[config.mk]
export PLATFORM = sky130hd
export DESIGN_NAME = channelized_dds_gain
export DESIGN_NICKNAME = d
export VERILOG_FILES = /design/src/rtl/channelizer_pkg.sv /design/src/rtl/channelized_dds_gain.sv
export SDC_FILE = /design/constraint.sdc
export NUM_CORES = 1
export LEC_CHECK = 0
export BUFFER_PORTS_ARGS = -buffer_cell sky130_fd_sc_hd__clkbuf_2
export CAP_MARGIN = 20
export CORE_AREA = 2 2 350 213
export DETAILED_ROUTE_END_ITERATION = 8
export DIE_AREA = 0 0 352 215
export PLACE_DENSITY = 0.69
export SLEW_MARGIN = 20
export SYNTH_ARGS = -nofsm -noshare
export SYNTH_HDL_FRONTEND = slang
export SYNTH_SLANG_ARGS = --single-unit
[constraint.sdc]
create_clock -name Clk -period 8 [get_ports Clk]
set_input_delay 1.2 -clock Clk [delete_from_list [all_inputs] [get_ports Clk]]
set_output_delay 1.2 -clock Clk [all_outputs]
set_load 0.02 [all_outputs]
[src/rtl/channelizer_pkg.sv]
// Shared control-word definition for the time-multiplexed channelizer stream.
package channelizer_pkg;

    localparam int CHANNELIZER_INDEX_WIDTH = 4;

    typedef struct packed {
        logic                               valid;
        logic                               last;
        logic [CHANNELIZER_INDEX_WIDTH-1:0] data_index;
    } channelizer_control_t;

endpackage

[src/rtl/channelized_dds_gain.sv]
// Per-channel complex gain stage for the channelized DDS stream.
// Each sample is multiplied by a programmable per-channel signed gain,
// rounded half-up, saturated and forwarded with its control word three
// cycles later. Clipped output samples are counted for status readback.
module channelized_dds_gain
    import channelizer_pkg::*;
#(
    parameter int NUM_CHANNELS        = 16,
    parameter int CHANNEL_INDEX_WIDTH = $clog2(NUM_CHANNELS),
    parameter int INPUT_DATA_WIDTH    = 12,
    parameter int OUTPUT_DATA_WIDTH   = 12,
    parameter int GAIN_WIDTH          = 16,
    parameter int GAIN_FRAC_BITS      = 14
) (
    input  logic                                  Clk,
    input  logic                                  Rst,
    input  logic                                  Gain_wr_valid,
    input  logic [CHANNEL_INDEX_WIDTH-1:0]        Gain_wr_index,
    input  logic [GAIN_WIDTH-1:0]                 Gain_wr_data,
    input  channelizer_control_t                  Input_ctrl,
    input  logic [1:0][INPUT_DATA_WIDTH-1:0]      Input_data,
    output channelizer_control_t                  Output_ctrl,
    output logic [1:0][OUTPUT_DATA_WIDTH-1:0]     Output_data,
    output logic [31:0]                           Sat_count
);

    localparam int ProdW = INPUT_DATA_WIDTH + GAIN_WIDTH;

    localparam logic signed [GAIN_WIDTH-1:0] UnityGain = GAIN_WIDTH'(1) <<< GAIN_FRAC_BITS;
    localparam logic signed [ProdW-1:0]      HalfLsb   = ProdW'(1) <<< (GAIN_FRAC_BITS - 1);
    localparam logic signed [ProdW-1:0]      OutMax    = (ProdW'(1) <<< (OUTPUT_DATA_WIDTH - 1)) - ProdW'(1);
    localparam logic signed [ProdW-1:0]      OutMin    = -(ProdW'(1) <<< (OUTPUT_DATA_WIDTH - 1));

    logic [GAIN_WIDTH-1:0]              gainRam [NUM_CHANNELS];
    logic [NUM_CHANNELS-1:0]            configured_q;
    logic signed [GAIN_WIDTH-1:0]       effGain_d;

    channelizer_control_t               ctrl1_q, ctrl2_q, ctrl3_q;
    logic signed [INPUT_DATA_WIDTH-1:0] x1_q [2];
    logic signed [GAIN_WIDTH-1:0]       g1_q;
    logic signed [ProdW-1:0]            p2_q [2];
    logic signed [ProdW-1:0]            rounded_d [2];
    logic [1:0][OUTPUT_DATA_WIDTH-1:0]  outData_d, outData_q;
    logic [1:0]                         clip_d;
    logic [31:0]                        satCount_q;

    // Gain storage is plain RAM with no reset; a channel's contents only matter once it is configured.
    always_ff @(posedge Clk) begin
        if (Gain_wr_valid) begin
            gainRam[Gain_wr_index] <= Gain_wr_data;
        end
    end

    // Track which channels have ever been written so unwritten ones run at unity.
    always_ff @(posedge Clk or posedge Rst) begin
        if (Rst) begin
            configured_q <= '0;
        end else if (Gain_wr_valid) begin
            configured_q[Gain_wr_index] <= 1'b1;
        end
    end

    // Effective gain is read before this edge's write lands, so a colliding sample sees the old gain.
    always_comb begin
        effGain_d = UnityGain;
        if (configured_q[Input_ctrl.data_index]) begin
            effGain_d = $signed(gainRam[Input_ctrl.data_index]);
        end
    end

    // S1: capture the incoming sample together with the gain for its channel.
    always_ff @(posedge Clk or posedge Rst) begin
        if (Rst) begin
            ctrl1_q <= '0;
            g1_q    <= '0;
            for (int k = 0; k < 2; k++) x1_q[k] <= '0;
        end else begin
            ctrl1_q <= Input_ctrl;
            if (Input_ctrl.valid) begin
                g1_q <= effGain_d;
                for (int k = 0; k < 2; k++) x1_q[k] <= $signed(Input_data[k]);
            end
        end
    end

    // S2: full-precision signed products for I and Q.
    always_ff @(posedge Clk or posedge Rst) begin
        if (Rst) begin
            ctrl2_q <= '0;
            for (int k = 0; k < 2; k++) p2_q[k] <= '0;
        end else begin
            ctrl2_q <= ctrl1_q;
            if (ctrl1_q.valid) begin
                for (int k = 0; k < 2; k++) p2_q[k] <= ProdW'(x1_q[k]) * ProdW'(g1_q);
            end
        end
    end

    // S3 datapath: round half-up, then clamp; a rounding carry past full scale is clipped too.
    always_comb begin
        clip_d    = '0;
        outData_d = '0;
        for (int k = 0; k < 2; k++) begin
            rounded_d[k] = (p2_q[k] + HalfLsb) >>> GAIN_FRAC_BITS;
            if (rounded_d[k] > OutMax) begin
                outData_d[k] = OutMax[OUTPUT_DATA_WIDTH-1:0];
                clip_d[k]    = 1'b1;
            end else if (rounded_d[k] < OutMin) begin
                outData_d[k] = OutMin[OUTPUT_DATA_WIDTH-1:0];
                clip_d[k]    = 1'b1;
            end else begin
                outData_d[k] = rounded_d[k][OUTPUT_DATA_WIDTH-1:0];
            end
        end
    end

    // S3 registers: output data only moves on valid samples; the clip counter sticks at all-ones.
    always_ff @(posedge Clk or posedge Rst) begin
        if (Rst) begin
            ctrl3_q    <= '0;
            outData_q  <= '0;
            satCount_q <= '0;
        end else begin
            ctrl3_q <= ctrl2_q;
            if (ctrl2_q.valid) begin
                outData_q <= outData_d;
                if ((|clip_d) && (satCount_q != 32'hFFFF_FFFF)) begin
                    satCount_q <= satCount_q + 32'd1;
                end
            end
        end
    end

    assign Output_ctrl = ctrl3_q;
    assign Output_data = outData_q;
    assign Sat_count   = satCount_q;

endmodule

# Yosys cells after proc, flatten, opt, wreduce, memory -nomap -nowiden
# Memories as Yosys holds them, arrays and structs flattened.
# Index checks and enable logic that the tools add are counted.
# W data, S select, Z words.
[classes]
addsub = 3
eq_ne = 1
mux = 15
bitwise = 1
n_reduce_logical = 4
magnitude_cmp = 7
multipliers = 2
[ops]
columns = ["op", "n"]
rows = [
  ["$add A28 B15 Y28 const B", 2],
  ["$mul A12 B16 Y28", 2],
  ["$mux W12", 4],
  ["$add A32 B1 Y32 const B", 1],
  ["$ne A32 B32 Y1 const B", 1],
  ["$gt A14 B12 Y1 const B", 2],
  ["$lt A14 B12 Y1 const B", 2],
  ["$mux W16", 1],
  ["$or A16 B16 Y16", 1],
  ["$lt A4 B5 Y1 const B", 2],
  ["$mux W1", 8],
  ["$bmux W1 S4", 1],
  ["$demux W1 S4", 1],
  ["$ge A4 B1 Y1 const B", 1],
  ["$logic_and A1 B1 Y1", 2],
  ["$reduce_and A2 Y1", 1],
  ["$reduce_or A2 Y1", 1],
]
[word_totals]
output_inout_bits = 62
ram_bits = 256
reg_bits = 186
mem_count = 1
word_cells = 52
[mem_list]
columns = ["name", "depth", "word_bits", "read_ports", "rd_clocked_by_memory_dff", "wr", "line_no", "source"]
rows = [
  ["gainRam", 16, 16, 1, 0, 1, "channelized_dds_gain.sv:34", "logic [GAIN_WIDTH-1:0] gainRam [NUM_CHANNELS];"],
]

# Longest topological paths before layout
[depth]
ltp_word = 7
ltp_mapped = 22

# Worst setup path before layout
# No wires, ideal clock.
[synth_timing]
path_kind = "flip-flop to flip-flop"
start = "register x1_q[15] (netlist name)"
end = "register p2_q[54] (netlist name)"
path_stages_with_launch = 21
slack_ns = 2.412
arrival_time_ns = 5.464
period_less_slack_ns = 5.588
path_cell_list = "dfrtp_1 -> clkbuf_1 -> clkbuf_1 -> nand2_1 -> fa_1 -> fa_1 -> fa_1 -> inv_1 -> fa_1 -> inv_1 -> fa_1 -> inv_1 -> ha_1 -> o211ai_1 -> a211o_1 -> o21a_1 -> o211a_1 -> nor3_1 -> a211oi_1 -> xnor2_1 -> mux2_2"
[synth_between]
elab_chain_len = 1
[synth_lines]
columns = ["element", "line_no", "source"]
rows = [
  ["start, declared", "channelized_dds_gain.sv:39", "logic signed [INPUT_DATA_WIDTH-1:0] x1_q [2];"],
  ["$mul A12 B16 Y28", "channelized_dds_gain.sv:94", "for (int k = 0; k < 2; k++) p2_q[k] <= ProdW'(x1_q[k]) * ProdW'(g1_q);"],
  ["end, declared", "channelized_dds_gain.sv:41", "logic signed [ProdW-1:0] p2_q [2];"],
]
# Every way passes these cells.
# A chain may end at the register's enable or synchronous reset.

# Final worst setup path
[layout_timing]
start = "register g1_q[15]"
end = "register p2_q[54] (netlist name)"
[layout_between]
elab_chain_len = 1
[layout_lines]
columns = ["element", "line_no", "source"]
rows = [
  ["start, declared", "channelized_dds_gain.sv:40", "logic signed [GAIN_WIDTH-1:0] g1_q;"],
  ["start signal, assigned", "channelized_dds_gain.sv:80", "g1_q <= effGain_d;"],
  ["$mul A12 B16 Y28", "channelized_dds_gain.sv:94", ""],
]
# Every way passes these cells.

==> impl_metrics.ini <==
[outcome]
outcome = completed

[clock_tree]
clkLatencyLatePin_ns = 0.59
clk_pin_slew_ns = 0.06
postCtsSetupRepairBufs = 0
cts_root_buf = clkbuf_16
cts_buffers = 43
cts.path.max_buffers = 3
cts_max_level = 2
cts_tree = yes
cts_resized = 0
clock-sinks = 416
ctsHoldBuffers = 0

[layout]
layout_commonest_cell = inv_1
layout_common_cells = inv_1, fa_1, nand2_1
nets = 3037
final_core_util_pct = 45.0
syn_to_final_growth_pct = 10.7
n_fill_cell = 6453
final_cell_area_mm2 = 0.0327
drive_gt1_share_pct = 15.2
instances_no_fill = 3540

[hold_path]
worstHoldPathType = reg2reg

[floorplan]
num_io_pins = 115
start_util_pct = 40.6
rows = 77
die_area_mm2 = 0.0757
chipWidth_um = 352
die_h_um = 215
core_area_mm2 = 0.0727

[power_and_ir_drop]
power.share.clock_pct = 14.0
ir_worst_vdd_v = 0.000467
power_density_mw_per_mm2 = 471
swShare_pct = 44.9
combPwrFrac_pct = 66.7
p_seq_share_pct = 19.3
p_int_mw = 8.48
power.leakage_nw = 14.2
netSwitchingPower_mw = 6.92
power.total_mw = 15.4

[grt]
grt_pass1_wl_um = 110000
grt_max_degree = 96
grt_usage_pct = 18.5
grt_overflow = 0
grt_pass1_vias = 19700
antenna_found_initial = 9

[critical_path]
cp.arrival_ns = 7.00
critPathKind = reg2reg
cp_max_fo = 18
cp-end-kind = flip-flop
start_kind = flip-flop
crit_required_ns = 8.48

[run]
cap_violations = 0

[routing]
drtPass1Iterations = 5
remaining_drc_errors = 0
route.vias.total = 18300
routed_via_density = 5.17
first_iter_violations = 1430
routedWlPerCell_um = 19.0
drtAntennaViolNets = 0
drt_wl_total_um = 67400

[timing]
hold_viol = 0
holdWs_ns = 0.346
post-route-period-util_pct = 81.6
clock_skew_ns = 0.0152
slew_viol_final = 0
rsz0062_at_grt = no
finalSetupViolations = 0
slew_headroom_pct = 33.5
final.setup.tns_ns = 0
post-route-min-period_ns = 6.52
layout_setup_ws_ns = 1.48
fmaxAchievable_mhz = 153
worst_pin_slew_ns = 0.997

[placement]
place_congestion = 0.878
post-place-ws_ns = 1.52
dpl_cell_area_mm2 = 0.0312
dp_cells = 3459
portBuffers = 114
hpwl_um = 48400

[synth]
ys_top_cells_by_area = edfxtp_1, fa_1, dfrtp_1
synth_top_area_share_pct = 26.0
netlist_area_mm2 = 0.0295
yosys.area.top_type = edfxtp_1
synthCells = 2441
synth-seq-cells = 416
ys_seq_area_share_pct = 39.6
synthFlopType = edfxtp_1
synthDistinctLibCells = 59
synth-edff-count = 256
synth_async_sr_flop_share_pct = 38.5
yosys_warnings = 0
synth_fp_nets = 2961
syn-mean-instance-area_um2 = 12.1
sequential cells by signal (all words and copies together), names as in the netlist:
signal / cells
gainRam: 256
Sat_count: 32
p2_q: 30
Output_data: 24
x1_q: 24
configured_q: 16
g1_q: 16
Output_ctrl: 6
ctrl1_q: 6
ctrl2_q: 6
final timing paths:
kind | startpoint | endpoint | slack [ns] | cells after the start
worst max-delay path | g1_q[15] | p2_q[54] | 1.48 | 20
worst min-delay path | ctrl2_q[3] | Output_ctrl[3] | 0.35 | 0
worst max register to register | g1_q[15] | p2_q[54] | 1.48 | 20
worst min register to register | ctrl2_q[3] | Output_ctrl[3] | 0.35 | 0
max in group asynchronous | Rst | Output_ctrl[2] | 5.73 | 3
min in group asynchronous | Rst | Sat_count[2] | 0.76 | 2
logic make-up after synthesis:
| kind of cell | after synthesis | share of synthesized area (%) |
|---|---|---|
| buffers and inverters | 533 | 6.85 |
| adder cells (fa/ha/maj) | 467 | 28.7 |
| XOR/XNOR | 94 | 2.79 |
| AO/OA/AOI/OAI | 149 | 3.04 |
| AND/OR/NAND/NOR | 651 | 10.8 |
| flip-flops | 416 | 39.6 |
| multiplexers | 131 | 8.26 |
cells in the mapped netlist (all sizes together), types with 49 or more instances:
cell type / instances
fa: 352
inv: 417
mux4: 85
and2: 116
xnor2: 49
clkbuf: 96
nor2: 89
nand2: 273
ha: 115
dfrtp: 160
a21oi: 63
edfxtp: 256
worst max-delay path: stages (launching register included):
cell and delay, ns:
dfrtp_1 0.84, nand2_1 0.29, inv_1 0.15, fa_1 0.46
ha_1 0.55, inv_1 0.24, fa_1 0.52, inv_1 0.05
fa_1 0.52, inv_1 0.05, fa_1 0.47, inv_1 0.04
ha_1 0.35, nand2_1 0.08, o21ai_0 0.30, a221oi_1 0.17
o211a_1 0.16, nor3_1 0.46, a211oi_1 0.23, xnor2_1 0.17
mux2_2 0.27
power groups by stage:
stage               clock network [mW]  logic, mW  registers [mW]
finish                            2.16       10.3            2.97
global route                      2.31       11.9            3.01
CTS                               2.21       10.4            2.96
detailed placement                   0       10.3            3.00
global placement                     0       9.88            2.98
floorplan                            0       8.07            2.89
metal layers:
metal | global-route usage [%] | share of wire [%] | vias to the layer above
met2 | 28.1 | 45 | 630
met5 | 0 | 0.12 | -
met4 | 4.85 | 2.2 | 14
met1 | 26.3 | 44 | 9443
li1 | - | - | 8094
met3 | 4.87 | 9.0 | 105
final cells by class:
type	count	area, um^2	area share [%]
Multi-Input combinational cell	1492	15900	48.5
Timing Repair Buffer	146	813	2.49
Antenna cell	1	2.50	0.00765
Clock buffer	60	1260	3.87
Clock inverter	20	279	0.853
Sequential cell	416	11700	35.7
Inverter	418	1570	4.81
Tap cell	987	1230	3.77
Note: power is estimated with default switching activity, not from simulation.
